### src/rtl/icache_set_assoc.sv
// rtl/icache_set_assoc.sv - set-associative instruction cache with refill FSM
//
// Purpose:
//   Serves 32-bit instruction fetches from a WAYS-way, SETS-set cache. A hit
//   returns the word one cycle later. A miss issues one block refill request
//   (ready/valid). The returned block is installed in the lowest-numbered
//   invalid way, or else in the way named by the per-set round-robin victim
//   pointer. flushIn invalidates every line. A flush while a refill is
//   outstanding poisons that refill, so its block is written back as invalid.
//
// Ports:
//   clkIn         in   system clock
//   resetIn       in   asynchronous active-high reset
//   flushIn       in   invalidate all lines (one-cycle pulse)
//   instrInValid  in   fetch request valid, held with address until served
//   instrAddrIn   in   word-aligned fetch address
//   instrOutValid out  one-cycle pulse, instruction delivered
//   instrOut      out  instruction word
//   instrAddrOut  out  address of instrOut
//   memReqValid   out  refill request valid
//   memReqAddr    out  block address of refill
//   memReqReady   in   memory accepts request
//   memDataValid  in   refill block valid (one-cycle pulse)
//   memDataIn     in   refill block, word 0 in bits [31:0]

module icache_set_assoc #(
  parameter int BLOCK_WIDTH = 4,
  parameter int INDEX_WIDTH = 4,
  parameter int WAY_WIDTH   = 1
) (
  input  logic                          clkIn,
  input  logic                          resetIn,
  input  logic                          flushIn,
  input  logic                          instrInValid,
  input  logic [31:0]                   instrAddrIn,
  output logic                          instrOutValid,
  output logic [31:0]                   instrOut,
  output logic [31:0]                   instrAddrOut,
  output logic                          memReqValid,
  output logic [32-BLOCK_WIDTH-1:0]     memReqAddr,
  input  logic                          memReqReady,
  input  logic                          memDataValid,
  input  logic [(2**BLOCK_WIDTH)*8-1:0] memDataIn
);

  localparam int TAG_WIDTH  = 32 - BLOCK_WIDTH - INDEX_WIDTH;
  localparam int BLOCK_SIZE = 2 ** BLOCK_WIDTH;
  localparam int DATA_W     = BLOCK_SIZE * 8;
  localparam int SETS       = 2 ** INDEX_WIDTH;
  localparam int WAYS       = 2 ** WAY_WIDTH;
  localparam int VW         = (WAY_WIDTH > 0) ? WAY_WIDTH : 1;
  localparam int BA_W       = 32 - BLOCK_WIDTH;
  // Bit offset of the addressed word inside a block; the low five bits are
  // masked so a misaligned address still selects a whole word.
  localparam logic [BLOCK_WIDTH+2:0] BITOFF_MASK = ~((BLOCK_WIDTH+3)'(31));

  typedef enum logic [1:0] {ST_IDLE, ST_REQ, ST_WAIT} state_t;

  state_t r_state;
  state_t w_state_nxt;

  logic                   r_valid [SETS][WAYS];
  logic [TAG_WIDTH-1:0]   r_tag   [SETS][WAYS];
  logic [DATA_W-1:0]      r_data  [SETS][WAYS];

  logic [BA_W-1:0]        r_blk_addr;
  logic                   r_poison;
  logic                   r_out_valid;
  logic [31:0]            r_instr;
  logic [31:0]            r_addr_out;

  logic [INDEX_WIDTH-1:0] w_idx;
  logic [TAG_WIDTH-1:0]   w_tag;
  logic [BLOCK_WIDTH+2:0] w_bitoff;
  logic                   w_hit;
  logic [DATA_W-1:0]      w_hit_line;
  logic [31:0]            w_hit_word;

  logic [INDEX_WIDTH-1:0] w_fill_idx;
  logic [TAG_WIDTH-1:0]   w_fill_tag;
  logic                   w_free_found;
  logic [VW-1:0]          w_fill_way;
  logic [VW-1:0]          w_victim;

  logic                   w_hit_take;
  logic                   w_miss_take;
  logic                   w_fill;

  assign w_idx      = instrAddrIn[BLOCK_WIDTH+INDEX_WIDTH-1:BLOCK_WIDTH];
  assign w_tag      = instrAddrIn[31:BLOCK_WIDTH+INDEX_WIDTH];
  assign w_bitoff   = {instrAddrIn[BLOCK_WIDTH-1:0], 3'b000} & BITOFF_MASK;
  assign w_fill_idx = r_blk_addr[INDEX_WIDTH-1:0];
  assign w_fill_tag = r_blk_addr[BA_W-1:INDEX_WIDTH];

  // Tag compare across all ways of the addressed set.
  always_comb begin
    w_hit      = 1'b0;
    w_hit_line = '0;
    for (int w = 0; w < WAYS; w++) begin
      if (r_valid[w_idx][w] && (r_tag[w_idx][w] == w_tag)) begin
        w_hit      = 1'b1;
        w_hit_line = r_data[w_idx][w];
      end
    end
  end

  assign w_hit_word = w_hit_line[w_bitoff +: 32];

  // Scan downwards so the lowest-numbered invalid way wins.
  always_comb begin
    w_free_found = 1'b0;
    w_fill_way   = w_victim;
    for (int w = WAYS - 1; w >= 0; w--) begin
      if (!r_valid[w_fill_idx][w]) begin
        w_free_found = 1'b1;
        w_fill_way   = VW'(w);
      end
    end
  end

  generate
    if (WAY_WIDTH > 0) begin : g_victim
      logic [VW-1:0] r_victim [SETS];

      // The pointer only advances when a valid line is actually displaced.
      always_ff @(posedge clkIn or posedge resetIn) begin
        if (resetIn) begin
          for (int s = 0; s < SETS; s++) r_victim[s] <= '0;
        end else if (flushIn) begin
          for (int s = 0; s < SETS; s++) r_victim[s] <= '0;
        end else if (w_fill && !w_free_found) begin
          r_victim[w_fill_idx] <= r_victim[w_fill_idx] + VW'(1);
        end
      end

      assign w_victim = r_victim[w_fill_idx];
    end else begin : g_direct
      assign w_victim = '0;
    end
  endgenerate

  // FSM state register.
  always_ff @(posedge clkIn or posedge resetIn) begin
    if (resetIn) r_state <= ST_IDLE;
    else         r_state <= w_state_nxt;
  end

  // FSM next state; a flush in IDLE suppresses the lookup for that cycle.
  always_comb begin
    w_state_nxt = r_state;
    w_hit_take  = 1'b0;
    w_miss_take = 1'b0;
    w_fill      = 1'b0;
    case (r_state)
      ST_IDLE: begin
        if (instrInValid && !flushIn) begin
          if (w_hit) begin
            w_hit_take = 1'b1;
          end else begin
            w_miss_take = 1'b1;
            w_state_nxt = ST_REQ;
          end
        end
      end
      ST_REQ: begin
        if (memReqReady) w_state_nxt = ST_WAIT;
      end
      ST_WAIT: begin
        if (memDataValid) begin
          w_fill      = 1'b1;
          w_state_nxt = ST_IDLE;
        end
      end
      default: w_state_nxt = ST_IDLE;
    endcase
  end

  // Valid bits: a flush clears everything, which also covers a fill landing
  // in the same cycle. A poisoned fill still writes, but leaves the way invalid.
  always_ff @(posedge clkIn or posedge resetIn) begin
    if (resetIn) begin
      for (int s = 0; s < SETS; s++)
        for (int w = 0; w < WAYS; w++) r_valid[s][w] <= 1'b0;
    end else if (flushIn) begin
      for (int s = 0; s < SETS; s++)
        for (int w = 0; w < WAYS; w++) r_valid[s][w] <= 1'b0;
    end else if (w_fill) begin
      r_valid[w_fill_idx][w_fill_way] <= !r_poison;
    end
  end

  // Tag and data arrays carry no reset; they are qualified by the valid bits.
  always_ff @(posedge clkIn) begin
    if (w_fill) begin
      r_tag[w_fill_idx][w_fill_way]  <= w_fill_tag;
      r_data[w_fill_idx][w_fill_way] <= memDataIn;
    end
  end

  always_ff @(posedge clkIn or posedge resetIn) begin
    if (resetIn) begin
      r_blk_addr  <= '0;
      r_poison    <= 1'b0;
      r_out_valid <= 1'b0;
      r_instr     <= '0;
      r_addr_out  <= '0;
    end else begin
      r_out_valid <= w_hit_take;
      if (w_hit_take) begin
        r_instr    <= w_hit_word;
        r_addr_out <= instrAddrIn;
      end
      if (w_miss_take) r_blk_addr <= instrAddrIn[31:BLOCK_WIDTH];
      if (w_fill)
        r_poison <= 1'b0;
      else if (flushIn && (r_state != ST_IDLE))
        r_poison <= 1'b1;
    end
  end

  assign instrOutValid = r_out_valid;
  assign instrOut      = r_instr;
  assign instrAddrOut  = r_addr_out;
  assign memReqValid   = (r_state == ST_REQ);
  assign memReqAddr    = r_blk_addr;

endmodule

### config.mk
export PLATFORM = sky130hd
export DESIGN_NAME = icache_set_assoc
export DESIGN_NICKNAME = d
export VERILOG_FILES = /design/src/rtl/icache_set_assoc.sv
export SDC_FILE = /design/constraint.sdc
export NUM_CORES = 2
export LEC_CHECK = 0
export CORE_UTILIZATION = 32
export DETAILED_ROUTE_END_ITERATION = 8
export PLACE_DENSITY = 0.57
export SETUP_SLACK_MARGIN = 0.05
export SKIP_CTS_REPAIR_TIMING = 1
export SLEW_MARGIN = 5
export SYNTH_ARGS = -nofsm -noshare
export SYNTH_HDL_FRONTEND = slang
export SYNTH_MEMORY_MAX_BITS = 65536
export SYNTH_SLANG_ARGS = --single-unit
### constraint.sdc
create_clock -name clkIn -period 10.5 [get_ports clkIn]
set_input_delay 2.1 -clock clkIn [delete_from_list [all_inputs] [get_ports clkIn]]
set_output_delay 2.1 -clock clkIn [all_outputs]
set_load 0.02 [all_outputs]
== Yosys cells after proc, flatten, opt, wreduce, memory -nomap -nowiden ==
Memory sizes are Yosys's and may differ from the RTL's.
Index checks and enable logic that the tools add are counted.

* $add $sub $neg: 1
* $lt $le $gt $ge: 5
* Equality and inequality tests: 8
* Shift operators: 1
* Mux-type cells: 51
* Bitwise operators: 3
* Reduce and logical (&&, ||, !) cells: 16

{| class="wikitable"
|+ Operators by type and width
! cell !! count
|-
| 128-bit 2-to-1 mux || 3
|-
| 256-bit 2-to-1 mux || 1
|-
| 128-bit demux with 1-bit select || 1
|-
| 128-bit by 8-bit indexed part select with 32-bit output || 1
|-
| 32-bit 2-to-1 mux || 2
|-
| 24-bit equality test || 2
|-
| 48-bit 2-to-1 mux || 1
|-
| 32-bit bitwise mux || 1
|-
| 16-bit 2-to-1 mux || 2
|-
| 24-bit demux with 1-bit select || 1
|-
| 24-bit 2-to-1 mux || 1
|-
| 1-bit 2-to-1 mux || 21
|-
| 2-bit 2-to-1 mux || 9
|-
| 2-bit binary-select mux with 4-bit select || 2
|-
| 16-bit bitwise mux || 1
|-
| 5-bit >= comparator, second input constant || 2
|-
| 4-bit inverter with 5-bit output || 2
|-
| 2-bit demux with 4-bit select || 1
|-
| 2-bit nonzero test || 4
|-
| 1-bit logical AND || 7
|-
| 2-bit inequality test, second input constant || 3
|-
| 2-bit case mux with 3 select lines || 1
|-
| 5-bit by 1-bit less-than comparator with 1-bit output, second input constant || 1
|-
| 1-bit binary-select mux with 4-bit select || 1
|-
| other kinds (12) || 14
|}

* Register bits: 144
* RAM bits: 4864
* Input bits: 166
* Output and inout bits: 94
* Word-level logic and storage cells: 141
* Memories kept: 2

{| class="wikitable"
|+ Memory list
! name !! words !! width !! read ports !! clocked after memory_dff !! wr ports !! line !! RTL
|-
| r_data || 16 || 256 || 1 || 0 || 1 || 64 || <nowiki>logic [DATA_W-1:0] r_data [SETS][WAYS];</nowiki>
|-
| r_tag || 16 || 48 || 1 || 0 || 1 || 63 || <nowiki>logic [TAG_WIDTH-1:0] r_tag [SETS][WAYS];</nowiki>
|}

== Logic depth before layout (Yosys ltp) ==
* Depth in word-level cells: 16
* Depth in mapped cells: 19
* Mapped depth without buffers: 10

== Worst setup path after synthesis ==
Ideal clock, no wire load.

* Path type: reg-to-reg
* From: reg r_blk_addr[0] (netlist: memReqAddr[0])
* To: reg r_valid[1] in the netlist's numbering
* Library setup time: 427 ps
* Arrival time: 9657 ps
* Required time: 10073 ps
* Slack: 416 ps
* Cell stages (with the launch flop): 13
* Buffers on the path: 3
* Clock period less this slack: 10084 ps
* Cell sequence: dfrtp_1 buf_1 clkbuf_1 mux4_2 mux2i_1 nand2_1 o21ai_1 nand2_1 nand2_1 nand2_1 clkbuf_1 nor2_1 a211oi_1

* Longest elaborated chain between the ends: 16
* Elaborated cells on any way between the ends: 23
* Classes of those cells: order compare (4); mux (15); bitwise (2); reduce/logical (2)

{| class="wikitable"
|+ RTL lines
! element !! line !! RTL
|-
| start, declared || 66 || <nowiki>logic [BA_W-1:0] r_blk_addr;</nowiki>
|-
| start signal, assigned || 213 || <nowiki>if (w_miss_take) r_blk_addr <= instrAddrIn[31:BLOCK_WIDTH];</nowiki>
|-
| 4-bit inverter with 5-bit output (*) || 114, 136, 188 ||
|-
| 1-bit binary-select mux with 4-bit select / 2-bit binary-select mux with 4-bit select (equally long branches) || 136, 114 ||
|-
| 1-bit 2-to-1 mux (implied by the code) / 2-bit 2-to-1 mux (equally long branches) (2 in a row) || 136, 114 ||
|-
| 1-bit 2-to-1 mux (2 in a row) || 114 || <nowiki>if (!r_valid[w_fill_idx][w]) begin</nowiki>
|-
| 1-bit inverter with 2-bit output || 188 || <nowiki>r_valid[w_fill_idx][w_fill_way] <= !r_poison;</nowiki>
|-
| 2-bit >= comparator (implied by the code) / 2-bit by 1-bit less-than comparator with 1-bit output (equally long branches) || 188 ||
|-
| 1-bit logical AND (implied by the code) || 188 ||
|-
| 1-bit 2-to-1 mux (implied by the code) || 188 ||
|-
| 1-bit demux with 1-bit select || 188 ||
|-
| 2-bit 2-to-1 mux (implied by the code) || 188 ||
|-
| 2-bit demux with 4-bit select (*) || 188 ||
|-
| 32-bit bitwise mux (*) || 188 ||
|-
| 32-bit 2-to-1 mux (*) || 187 || <nowiki>end else if (w_fill) begin</nowiki>
|-
| 32-bit 2-to-1 mux (*) || 184 || <nowiki>end else if (flushIn) begin</nowiki>
|-
| end signal, assigned by index || 188 ||
|-
| end, declared || 62 || <nowiki>logic r_valid [SETS][WAYS];</nowiki>
|}

Mark *: on every way between the ends. The rest lies on a longest branch, timed or not. The select of a mux whose other input is x is not followed.
A chain may end at the register's enable or synchronous reset.

== Worst setup path after layout ==
* From: in instrAddrIn[5]
* To: reg r_instr[16] (netlist: instrOut[16])

* Longest elaborated chain between the ends: 10
* Elaborated cells on any way between the ends: 18
* Classes of those cells: eq/ne (2); shift (1); mux (10); bitwise (1); reduce/logical (2); memory (2)

{| class="wikitable"
|+ RTL lines
! element !! line !! RTL
|-
| start, declared || 35 || <nowiki>input logic [31:0] instrAddrIn,</nowiki>
|-
| parallel branches: the longest is 10 deep, another holds memory read 16 x 48 bit || - ||
|-
| end signal, assigned || 210 || <nowiki>r_instr <= w_hit_word;</nowiki>
|-
| end, declared || 69 || <nowiki>logic [31:0] r_instr;</nowiki>
|}

Several ways; the timed one is not identified. The select of a mux whose other input is x is not followed.

==> metrics.csv <==
metric,value,unit
fin_setup_tns,0,ps
cts_num_sinks,5008,
synth_xor_area_share,0.218,%
pin_count,260,
grt_first_pass_wirelength,763000,um
synth.area.mux_share,18.7,%
gp_congestion,0.807,
slew_viol_final,0,
ys_types,58,
syn_to_final_growth,14.6,%
cts_tree,done,
clk_pin_slew,60,ps
rrSetupSlack,5010,ps
arrival,8080,ps
grt_pass1_vias,92700,
dr.pass1.iters,6,
num-fill-cells,53700,
synth_compound_gate_area_share,1.12,%
cts.path.max_buffers,4,
reg2reg_depth,11,
yosys.area_share.simple,1.14,%
clk_latency,1080,ps
die_y,778,um
cellLeakagePower,67.6,nW
cts_inserted_buffers,477,
worst_slack,3360,ps
dp_hpwl,291000,um
wl,554000,um
required,11450,ps
dominantRegCellSynth,edfxtp_1,
timing.rr.end,r_data[0][191],
io_buffers,259,
cp_max_fo,121,
synth_fa_ha_area_share,0,%
viasPerCell,5.42,
ys_seq_area_share,77.6,%
grt_util_all_layers,17.9,%
netlist_instances,8013,
crit_path_end_kind,flop,
p_total,41.9,mW
critical_path_class,primary input to flop,
power-per-cell-area,190,nW/um^2
final_cell_mix,"4,864 x edfxtp_1, 1,484 x mux4_2, 484 x clkbuf_16",
drtAntennaViolNets,0,
grt_max_degree,125,
hold_path_depth,1,
syn_area,193000,sq um
irDropWorstVdd,0.173,mV
final-setup-viol-count,0,
min_period,7140,ps
final_common_cell,edfxtp_1,
slew_headroom,9.15,%
min_from,instrAddrOut[21],
wl_per_cell,32.7,um
nNetsFinal,8667,
rows,284,
synth_edf_count,4864,
synthArstFlopShare,2.88,%
synth_fp_nets,8179,
r2r_start,memReqAddr[0],
drive_gt1_share,27.4,%
start_util,32.2,%
synth_top_family_by_area,multiplexers,
grt-ovfl-total,0,
dieArea,606000,sq um
vias,91800,
worst_pin_slew,1350,ps
hold_class,flop to flop,
fmax,0.140,GHz
place_ws,2360,ps
ys_ff_latch,5008,
synth_warnings,0,
dieWidth,778,um
rsz0062_at_grt,false,
drc,0,
drt_iter0_markers,10800,
cap_viol_max_count,0,
outcome,finished clean,
h-tree-depth,5,
fin_skew,120,ps
coreArea,599000,sq um
hold_end,instrAddrOut[21],
cts-root-buf,clkbuf_16,
antenna_found_initial,96,
avgSynthCellArea,24.1,sq um
critPathLaunchType,primary input,
hold_violations,0,
post-route-period-util,68.0,%
[cells in the mapped netlist (all sizes together) (5+ instances only)]
library cell / instances / area [sq um]
edfxtp: 4864 / 146000
mux4: 1484 / 33400
buf: 316 / 1750
nand2: 159 / 599
a211oi: 158 / 1190
dfrtp: 144 / 3600
mux2i: 143 / 1430
clkbuf: 134 / 503
mux2: 106 / 1190
a21oi: 85 / 425
nor2: 84 / 318
nor2b: 83 / 519
nand2b: 71 / 444
xnor2: 25 / 219
xor2: 23 / 201
o21ai: 21 / 109
nand3: 20 / 100
a22oi: 8 / 60.1
inv: 8 / 30.0
a22o: 7 / 61.3
nor4: 7 / 65.1
o211ai: 7 / 52.6
nand4: 5 / 31.3
[per-stage QoR]
stage               cell area [sq um]  std cells  hold slack, ps  utilization [%]
finish                         221000      16900             492             36.9
global placement               206000      16000             474             34.3
detailed placement             206000      16000             481             34.3
CTS                            221000      16900             495             36.9
global route                   221000      16900             506             36.9
floorplan                      193000       8013             449                -
[cell families after synthesis]
logic type                after synthesis
and+or+nand+nor                       447
xor gates and xnor gates               48
AOI/OAI and AO/OA                     319
buffers and inverters                 458
DFF                                  5008
muxes                                1733
[worst max path at each step]
| stage | from | endpoint | slack [ps] |
|---|---|---|---|
| floorplan | memReqAddr[0] | r_valid[1] | 420 |
| global placement | instrAddrIn[4] | instrOut[2] | 2300 |
| detailed placement | instrAddrIn[4] | instrOut[31] | 2360 |
| CTS | instrAddrIn[4] | instrOut[4] | 3470 |
| global route | instrAddrIn[4] | instrOut[4] | 3090 |
| finish | instrAddrIn[5] | instrOut[16] | 3360 |
[final cells by class]
| type | count | area, sq um | share of cell area (%) |
|---|---|---|---|
| timing repair buffer | 459 | 4880 | 2.21 |
| sequential | 5008 | 150000 | 67.8 |
| clock buffer | 620 | 12800 | 5.78 |
| clock inverter | 267 | 2310 | 1.05 |
| inverter | 8 | 45.0 | 0.0204 |
| antenna | 24 | 60.1 | 0.0272 |
| tap | 8008 | 10000 | 4.54 |
| multi-input combinational | 2547 | 41100 | 18.6 |
[critical path, cell delays in order]
cell	delay [ps]
buf_12	460
buf_4	680
mux4_2	400
mux2i_1	190
mux2i_1	180
xor2_1	180
a2111oi_0	910
and3_4	620
nand2_4	420
o21ai_2	290
nand2b_4	320
buf_4	440
mux2_1	470
[where the power goes]
group	internal, mW	switching [mW]
clock network	9.30	7.50
registers	22.4	0.346
logic	0.905	1.43
[flip-flops by register name (all words and copies together) (netlist names), 2 cells and up]
register	cells
instrAddrOut	32
instrOut	32
r_state	2
memReqAddr	28
r_data	4096
r_valid	32
g_victim.r_victim	16
r_tag	768
[routing by layer]
layer	global-route usage [%]	vias to the layer above	part of all wire [%]
met1	25.2	51200	42
met4	4.32	40	2.5
li1	-	35500	-
met3	3.73	825	8.7
met2	28.5	4240	47
met5	0	-	0.047
No activity file was read; power rests on OpenSTA's default activity.
